`src/rtl/acc_cpu_sequencer.sv`:
```
// Fetch/execute sequencer for the 4-bit-opcode accumulator CPU.
// A clocked FSM (IDLE/FETCH/EXEC/HALTED/FAULT) handshakes with instruction
// memory and decodes the IR opcode into the datapath strobes during EXEC.
// All outputs are combinational from state and the live status inputs.
module acc_cpu_sequencer #(
   parameter int FETCH_TIMEOUT = 15,  // 1..255 consecutive not-ready FETCH cycles
   parameter int CNT_W         = 16
) (
   input  logic             CLK,
   input  logic             CLB,
   input  logic             Run,
   input  logic             Step,
   input  logic             MemReady,
   input  logic [3:0]       Opcode,
   input  logic             Z,
   input  logic             C,
   output logic             MemReq,
   output logic             LoadIR,
   output logic             IncPC,
   output logic             SelPC,
   output logic             LoadPC,
   output logic             LoadReg,
   output logic             LoadAcc,
   output logic [1:0]       SelAcc,
   output logic [3:0]       SelALU,
   output logic             Busy,
   output logic             Halted,
   output logic             Fault,
   output logic [CNT_W-1:0] InstrCount
);

   typedef enum logic [2:0] {
      S_IDLE   = 3'd0,
      S_FETCH  = 3'd1,
      S_EXEC   = 3'd2,
      S_HALTED = 3'd3,
      S_FAULT  = 3'd4
   } state_t;

   state_t           r_state;
   state_t           w_next;
   logic [7:0]       r_tmo;
   logic             r_step;
   logic [CNT_W-1:0] r_cnt;

   logic [7:0]       w_tmo_inc;
   logic             w_tmo_hit;
   logic             w_halt;
   logic             w_illegal;
   logic             w_retire;

   assign w_tmo_inc = r_tmo + 8'd1;
   assign w_tmo_hit = (w_tmo_inc == 8'(FETCH_TIMEOUT));
   assign w_halt    = (Opcode == 4'b1111);
   assign w_illegal = (Opcode == 4'b1001) || (Opcode == 4'b1110);
   // An instruction retires when its EXEC cycle is neither HALT nor illegal.
   assign w_retire  = (r_state == S_EXEC) && !w_halt && !w_illegal;

   // State register; reset wins over every transition.
   always_ff @(posedge CLK) begin
      if (CLB) r_state <= S_IDLE;
      else     r_state <= w_next;
   end

   // Next-state logic.
   always_comb begin
      w_next = r_state;
      case (r_state)
         S_IDLE:   if (Run || Step) w_next = S_FETCH;
         S_FETCH: begin
            if (MemReady)       w_next = S_EXEC;
            else if (w_tmo_hit) w_next = S_FAULT;
         end
         S_EXEC: begin
            if (w_halt)                w_next = S_HALTED;
            else if (w_illegal)        w_next = S_FAULT;
            else if (Run && !r_step)   w_next = S_FETCH;
            else                       w_next = S_IDLE;
         end
         S_HALTED: w_next = S_HALTED;
         S_FAULT:  w_next = S_FAULT;
         default:  w_next = S_IDLE;
      endcase
   end

   // Fetch timeout counter, single-step latch and saturating retire counter.
   always_ff @(posedge CLK) begin
      if (CLB) begin
         r_tmo  <= '0;
         r_step <= 1'b0;
         r_cnt  <= '0;
      end else begin
         // Counts only consecutive not-ready FETCH cycles; anything else clears it.
         if (r_state == S_FETCH && !MemReady) r_tmo <= w_tmo_inc;
         else                                 r_tmo <= '0;
         // Step only arms single-step mode when it actually starts a fetch
         // from IDLE; Run takes precedence and gives continuous mode.
         if (r_state == S_IDLE && !Run && Step) r_step <= 1'b1;
         else if (r_state == S_EXEC)            r_step <= 1'b0;
         if (w_retire && (r_cnt != {CNT_W{1'b1}})) r_cnt <= r_cnt + CNT_W'(1);
      end
   end

   // Output decode; every strobe defaults low.
   always_comb begin
      MemReq  = 1'b0;
      LoadIR  = 1'b0;
      IncPC   = 1'b0;
      SelPC   = 1'b0;
      LoadPC  = 1'b0;
      LoadReg = 1'b0;
      LoadAcc = 1'b0;
      SelAcc  = 2'b00;
      SelALU  = 4'b0000;
      case (r_state)
         S_FETCH: begin
            MemReq = 1'b1;
            LoadIR = MemReady;
         end
         S_EXEC: begin
            case (Opcode)
               4'b0001, 4'b0010, 4'b0011, 4'b1011, 4'b1100: begin
                  LoadAcc = 1'b1;
                  SelAcc  = 2'b01;
                  SelALU  = Opcode;
                  IncPC   = 1'b1;
               end
               4'b0100: begin
                  LoadAcc = 1'b1;
                  SelAcc  = 2'b10;
                  IncPC   = 1'b1;
               end
               4'b0101: begin
                  LoadReg = 1'b1;
                  IncPC   = 1'b1;
               end
               4'b1101: begin
                  LoadAcc = 1'b1;
                  IncPC   = 1'b1;
               end
               // Conditional jumps: taken loads PC, otherwise fall through.
               4'b0110: begin
                  LoadPC = Z;
                  IncPC  = !Z;
               end
               4'b0111: begin
                  LoadPC = Z;
                  SelPC  = Z;
                  IncPC  = !Z;
               end
               4'b1000: begin
                  LoadPC = C;
                  IncPC  = !C;
               end
               4'b1010: begin
                  LoadPC = C;
                  SelPC  = C;
                  IncPC  = !C;
               end
               4'b0000: IncPC = 1'b1;
               default: ;  // HALT and illegal opcodes drive nothing
            endcase
         end
         default: ;
      endcase
   end

   assign Busy       = (r_state == S_FETCH) || (r_state == S_EXEC);
   assign Halted     = (r_state == S_HALTED);
   assign Fault      = (r_state == S_FAULT);
   assign InstrCount = r_cnt;

endmodule

```
`config.mk`:
```
export PLATFORM = sky130hd
export DESIGN_NAME = acc_cpu_sequencer
export DESIGN_NICKNAME = d
export VERILOG_FILES = /design/src/rtl/acc_cpu_sequencer.sv
export SDC_FILE = /design/constraint.sdc
export NUM_CORES = 1
export LEC_CHECK = 0
export CORE_MARGIN = 1.5
export CORE_UTILIZATION = 65
export CTS_BUF_LIST = sky130_fd_sc_hd__clkbuf_4 sky130_fd_sc_hd__clkbuf_8
export DETAILED_ROUTE_END_ITERATION = 6
export DONT_BUFFER_PORTS = 1
export HOLD_SLACK_MARGIN = 0.08
export PLACE_DENSITY_LB_ADDON = 0.2
export SLEW_MARGIN = 20
export SYNTH_ARGS = -nofsm -noshare
export SYNTH_HDL_FRONTEND = slang
export SYNTH_SLANG_ARGS = --single-unit
```
`constraint.sdc`:
```
create_clock -name CLK -period 2.8 [get_ports CLK]
set_clock_uncertainty 0.2 [all_clocks]
set_input_delay 0.56 -clock CLK [delete_from_list [all_inputs] [get_ports CLK]]
set_output_delay 0.56 -clock CLK [all_outputs]
set_load 0.02 [all_outputs]
```
Yosys cells after proc, flatten, opt, wreduce, memory -nomap -nowiden --
Index checks and enable logic that the tools add are counted.
Storage, ports and cells: register bits after elaboration 28, bits in latches 0, memory bits (writable) 0, ROM bits 0, bits of input ports 11, output and inout bits 32, word-level logic and storage cells 82, memories kept 0
Cells by class: add/subtract/negate cells 2, multipliers 0, divide/modulo/power cells 0, order comparisons 0, equality and inequality tests 23, shift-type cells 0, muxes and demuxes 25, bitwise operators 1, reduce and logical (&&, ||, !) cells 27
Operator list (number):
- $eq 4x4->1 const B | 8
- $add 16x1->16 const B | 1
- $eq 4x3->1 const B | 4
- $ne 16x16->1 const B | 1
- $mux 3 | 5
- $pmux 3 s5 | 1
- $mux 1 | 12
- $reduce_or 9->1 | 1
- $add 8x1->8 const B | 1
- $eq 4x2->1 const B | 2
- $eq 8x4->1 const B | 1
- $mux 4 | 2
- $logic_and 1x1->1 | 7
- $logic_not 1->1 | 7
- $reduce_or 7->1 | 1
- $eq 3x2->1 const B | 2
- $reduce_or 2->1 | 3
- $reduce_or 5->1 | 1
- $eq 4x1->1 const B | 1
- $logic_not 4->1 | 1
- $pmux 1 s2 | 2
- $pmux 2 s2 | 1
- $eq 3x1->1 const B | 1
- $eq 3x3->1 const B | 1
- other kinds (9) | 11

Longest topological paths before layout --
Gate-level depths: netlist of the first run.
word-level depth 6, gate-level depth with buffers 7

Worst setup path after synthesis of the first run --
OpenSTA, ideal clock, no wires.
path type in2out, start point in Opcode[1], end point out SelALU[0], data arrival time 1.643 ns, data required time 2.040 ns, path slack 0.397 ns, cell stages on the path 5, cells stage by stage clkbuf_1 inv_1 o21ai_0 nand2_1 nor3_1
On the way: cells in the longest elaborated chain, start to end 4, elaborated cells between the ends (all ways) 8
Ends and longest elaborated chain:
- from (decl) | RTL line 14 | input logic [3:0] Opcode,
- $eq 4x1->1, or another cell as far along | RTL line 121 | case (Opcode)
- $reduce_or 5->1 *
- $mux 4 * | RTL line 121
- $mux 4 * | RTL line 115 | case (r_state)
- to (decl) | RTL line 25 | output logic [3:0] SelALU,
Every way passes the cells marked *; elsewhere a longest branch is shown, timed or not.

Worst setup path in the final report of the first run --
start point reg r_state[0], end point out LoadIR
On the way: cells in the longest elaborated chain, start to end 2
Ends and longest elaborated chain:
- from (decl) | RTL line 40 | state_t r_state;
- from (signal assigned) | RTL line 62 | else r_state <= w_next;
- $eq 3x1->1 | RTL line 115
- $mux 1 | RTL line 115
- to (decl) | RTL line 18 | output logic LoadIR,
No other way between the ends.

==> results of run 1 <==
## power breakdown
group          internal [uW]  switching [uW]
combinational           29.8            54.3
sequential               406            14.7
clock                    145             119
total                    581             188
## cell families (layout without fill, tap and decap cells)
kind of cell	count (synthesis)	after routing
AO/OA/AOI/OAI	33	33
XOR/XNOR	21	21
adder cells (fa/ha/maj)	3	3
buffers and inverters	21	21
flip-flops	28	28
multiplexers	4	4
AND/OR/NAND/NOR	105	105
## layout make-up
cell class,instances,area (um2),share of cell area [%]
Clock buffer,3,22.5,1.24
Clock inverter,1,30.0,1.66
Inverter,9,33.8,1.86
Multi-Input combinational cell,166,1060,58.7
Sequential cell,28,561,30.9
Tap cell,30,37.5,2.07
Timing Repair Buffer,8,65.1,3.59
## worst min path at each step
stage                               end  slack (ns)  cells after the start
after CTS                 InstrCount[0]        0.08                      1
final                        r_state[1]        0.20                      2
after detailed placement       r_tmo[0]        0.30                      1
after global routing         r_state[1]        0.20                      2
after floorplan                  r_step        0.26                      2
after global placement           r_step        0.27                      2
## registers in the layout, summed over array words and instances, names as in the netlist
| signal | cells |
|---|---|
| r_step | 1 |
| r_tmo | 8 |
| InstrCount | 16 |
| r_state | 3 |
## worst register-to-register path, stage by stage (launching register included)
cell and delay (ns):
dfxtp_1 0.55, or3b_4 0.52, nor4_4 0.44, o211ai_1 0.19, nor2_1 0.13, mux2_1 0.33
## per-layer routing
| layer | global-route usage (%) | share of wire, % |
|---|---|---|
| met4 | 7.92 | 1.7 |
| met2 | 47.0 | 50 |
| met1 | 33.6 | 43 |
| met5 | 0 | 0 |
| met3 | 3.83 | 5.6 |
## cells in the final DEF, fill, tap and decap left out, drive strengths merged, types with 5 or more instances in the layout
cell type / n
nor2: 37
dfxtp: 28
xor2: 17
nand3: 14
nand2: 10
inv: 9
nor3: 9
nand4: 6
a21oi: 6
buf: 6
o21ai: 6
o211ai: 5
## timing repair
| action | 4_1_cts | 5_1_grt |
|---|---|---|
| endpoints found under the hold margin | 13 | 3 |
| hold buffers | 1 | 1 |
| setup buffers | 0 | 0 |
## stage by stage
stage / setup WS (ns) / cells / area [um2] / hold slack [ns] / total power (uW)
finish: 0.174 / 245 / 1810 / 0.198 / 769
global placement: 0.463 / 239 / 1740 / 0.274 / 504
CTS: 0.167 / 244 / 1800 / 0.0806 / 769
floorplan: 0.397 / 215 / 1710 / 0.263 / 505
detailed placement: 0.363 / 239 / 1740 / 0.300 / 507
global route: 0.0154 / 245 / 1810 / 0.195 / 792
==> key figures, run 1 <==
Floorplan
  • Total die area: between 0.002 and 0.003 mm2
  • Rows: 18
  • Initial core utilization: between 60% and 70%
  • Area of the core: between 0.002 and 0.0025 mm2
  • Die Ht: 54.3 um
  • Die Wd: 54.3 um
  • IO Pins: 43

Power and ir drop
  • Power Dens Cells: around 420 mW/mm2
  • Worst VDD drop: ~0.00032 V
  • LEAKAGE: ~0.00065 uW

STA
  • Slew Viols, Final: 0
  • Measured slew at the worst slew-check pin: 0.645 ns
  • Max Fclk: 0.381 GHz
  • Setup Viol. Count Final: 0
  • Hold Fails Final Rpt: 0
  • RSZ-0062 raised after global routing: no
  • Min Tclk post-route: between 2 and 3 ns
  • Final worst path period share: roughly 94%
  • Sum Neg Setup Slack: 0 ns
  • Rel. slew slack: between 50% and 60%

Logic synthesis
  • Top-count cell post-synth: nor2_1
  • Synth cell types: 49
  • Synth Warn #: 0
  • Yosys reg bits: 28
  • Syn Nets: approximately 230
  • Post-synth EDFFs: 0
  • XOR/XNOR Fraction of Synth Area: between 10% and 20%
  • Largest family of logic cells by synthesized area: simple AND/OR/NAND/NOR gates
  • Mux contribution to synthesized area: 2.41%
  • Post-Syn Instances: 215
  • Seq/Total Area, Yosys: around a third
  • Top_reg_cell synth: dfxtp_1
  • Post-synthesis simple-gate area fraction: between 30% and 40%
  • Top cells by count, synth: 37 x nor2_1, 28 x dfxtp_1, 17 x xor2_1
  • Area fraction in compound gates after synthesis: 13.2%
  • Synth area leader: dfxtp_1
  • Synth area leaders: dfxtp_1 33%, xor2_1 8.7%, nor2_1 8.1%, nand3_1 4.1%, clkbuf_1 2.4%
  • Synth Area in Adders: between 2 and 2.5%
  • Fraction of registers with async set/reset: 0%
  • Post-synth top area share: roughly a third
  • Mapped Area: between 0.0015 and 0.002 mm2
  • Post-Syn Area per Cell: 7.96 um2

GRT
  • Largest net degree at the start of global routing: 17
  • Initial antenna violation count: 0
  • GRT overflow: 0
  • Vias in the first global route: 1334
  • Global-route wire length before repair: ~5.8 mm
  • Total Routing Usage GR: 26.7%

Placed design
  • Hpwl dp: around 2.6 mm
  • IO buf count: 0
  • Final Wtd Congestion: approximately 0.86

Critical path
  • Required time worst endpoint: ~2 ns
  • Reg2Reg Depth: 5
  • Setup crit end kind: output pin
  • Startpoint Class: flop
  • Setup slack, reg-to-reg: between 0.3 and 0.4 ns
  • Critical Path AT: roughly 1.9 ns
  • Delay of the slowest critical-path stage: around 0.53 ns
  • WP buf/inv: 1
  • Reg-to-reg critical path startpoint: r_state[1]
  • CP cell instances: or3b_2, inv_1, and2_1
  • Crit path max-delay family: simple AND/OR/NAND/NOR gates
  • Critical Path Source: r_state[0]
  • Levels on crit path: 3
  • CP Capture Point: LoadIR
  • Slowest cell on the critical path: dfxtp_1
  • RR Endpoint: InstrCount[15]
  • CP Max Fanout: 11
  • Kind of critical path: reg2out

Route
  • DR iter-0 viols: 35
  • Drt pass-1 iters: 4
  • Final ANT Viol Nets: 0
  • Vias per inst: between 6 and 7
  • Total Wirelength: 3.67 mm
  • Drc violations: 0
  • Drt wl/cell: 15.0 um
  • DR vias: approximately 1500

CTS
  • Clock buffer count from CTS: 3
  • CTS root buf: clkbuf_4
  • Clock sink count: 28
  • CTS tree: built
  • Post-CTS sizing: 0
  • CTS Buffer Depth: 2
  • Later-pin clock latency in the skew report: approximately 0.33 ns
  • Worst-path clk slew: approximately 0.15 ns
  • H-tree Lvls: 1

Worst hold path
  • Worst Hold Class: in2reg
  • HP Start: Opcode[0]

Run
  • Max Cap Viol: 0

Cells and area
  • Final Util: between 70% and 80%
  • Layout Area Growth over Synthesis: 6.00%
  • Fin nets: 230
  • Fraction of layout cells with a size suffix above 1: 8.37%
  • Fill cell count: roughly 220
  • N_diodes: 0

Status
  • Status: complete, no violations
Power figures use the tool's default switching activity.
==> inputs of run 2 (changes only) <==
TNS_END_PERCENT = 5   (was not set)
==> results of run 2 <==
Final layout, timing and power as in run 1 (identical DEF).
==> inputs of run 3 (changes only) <==
SKIP_LAST_GASP = 1   (was not set)
==> results of run 3 <==
Final layout, timing and power as in run 1 (identical DEF).
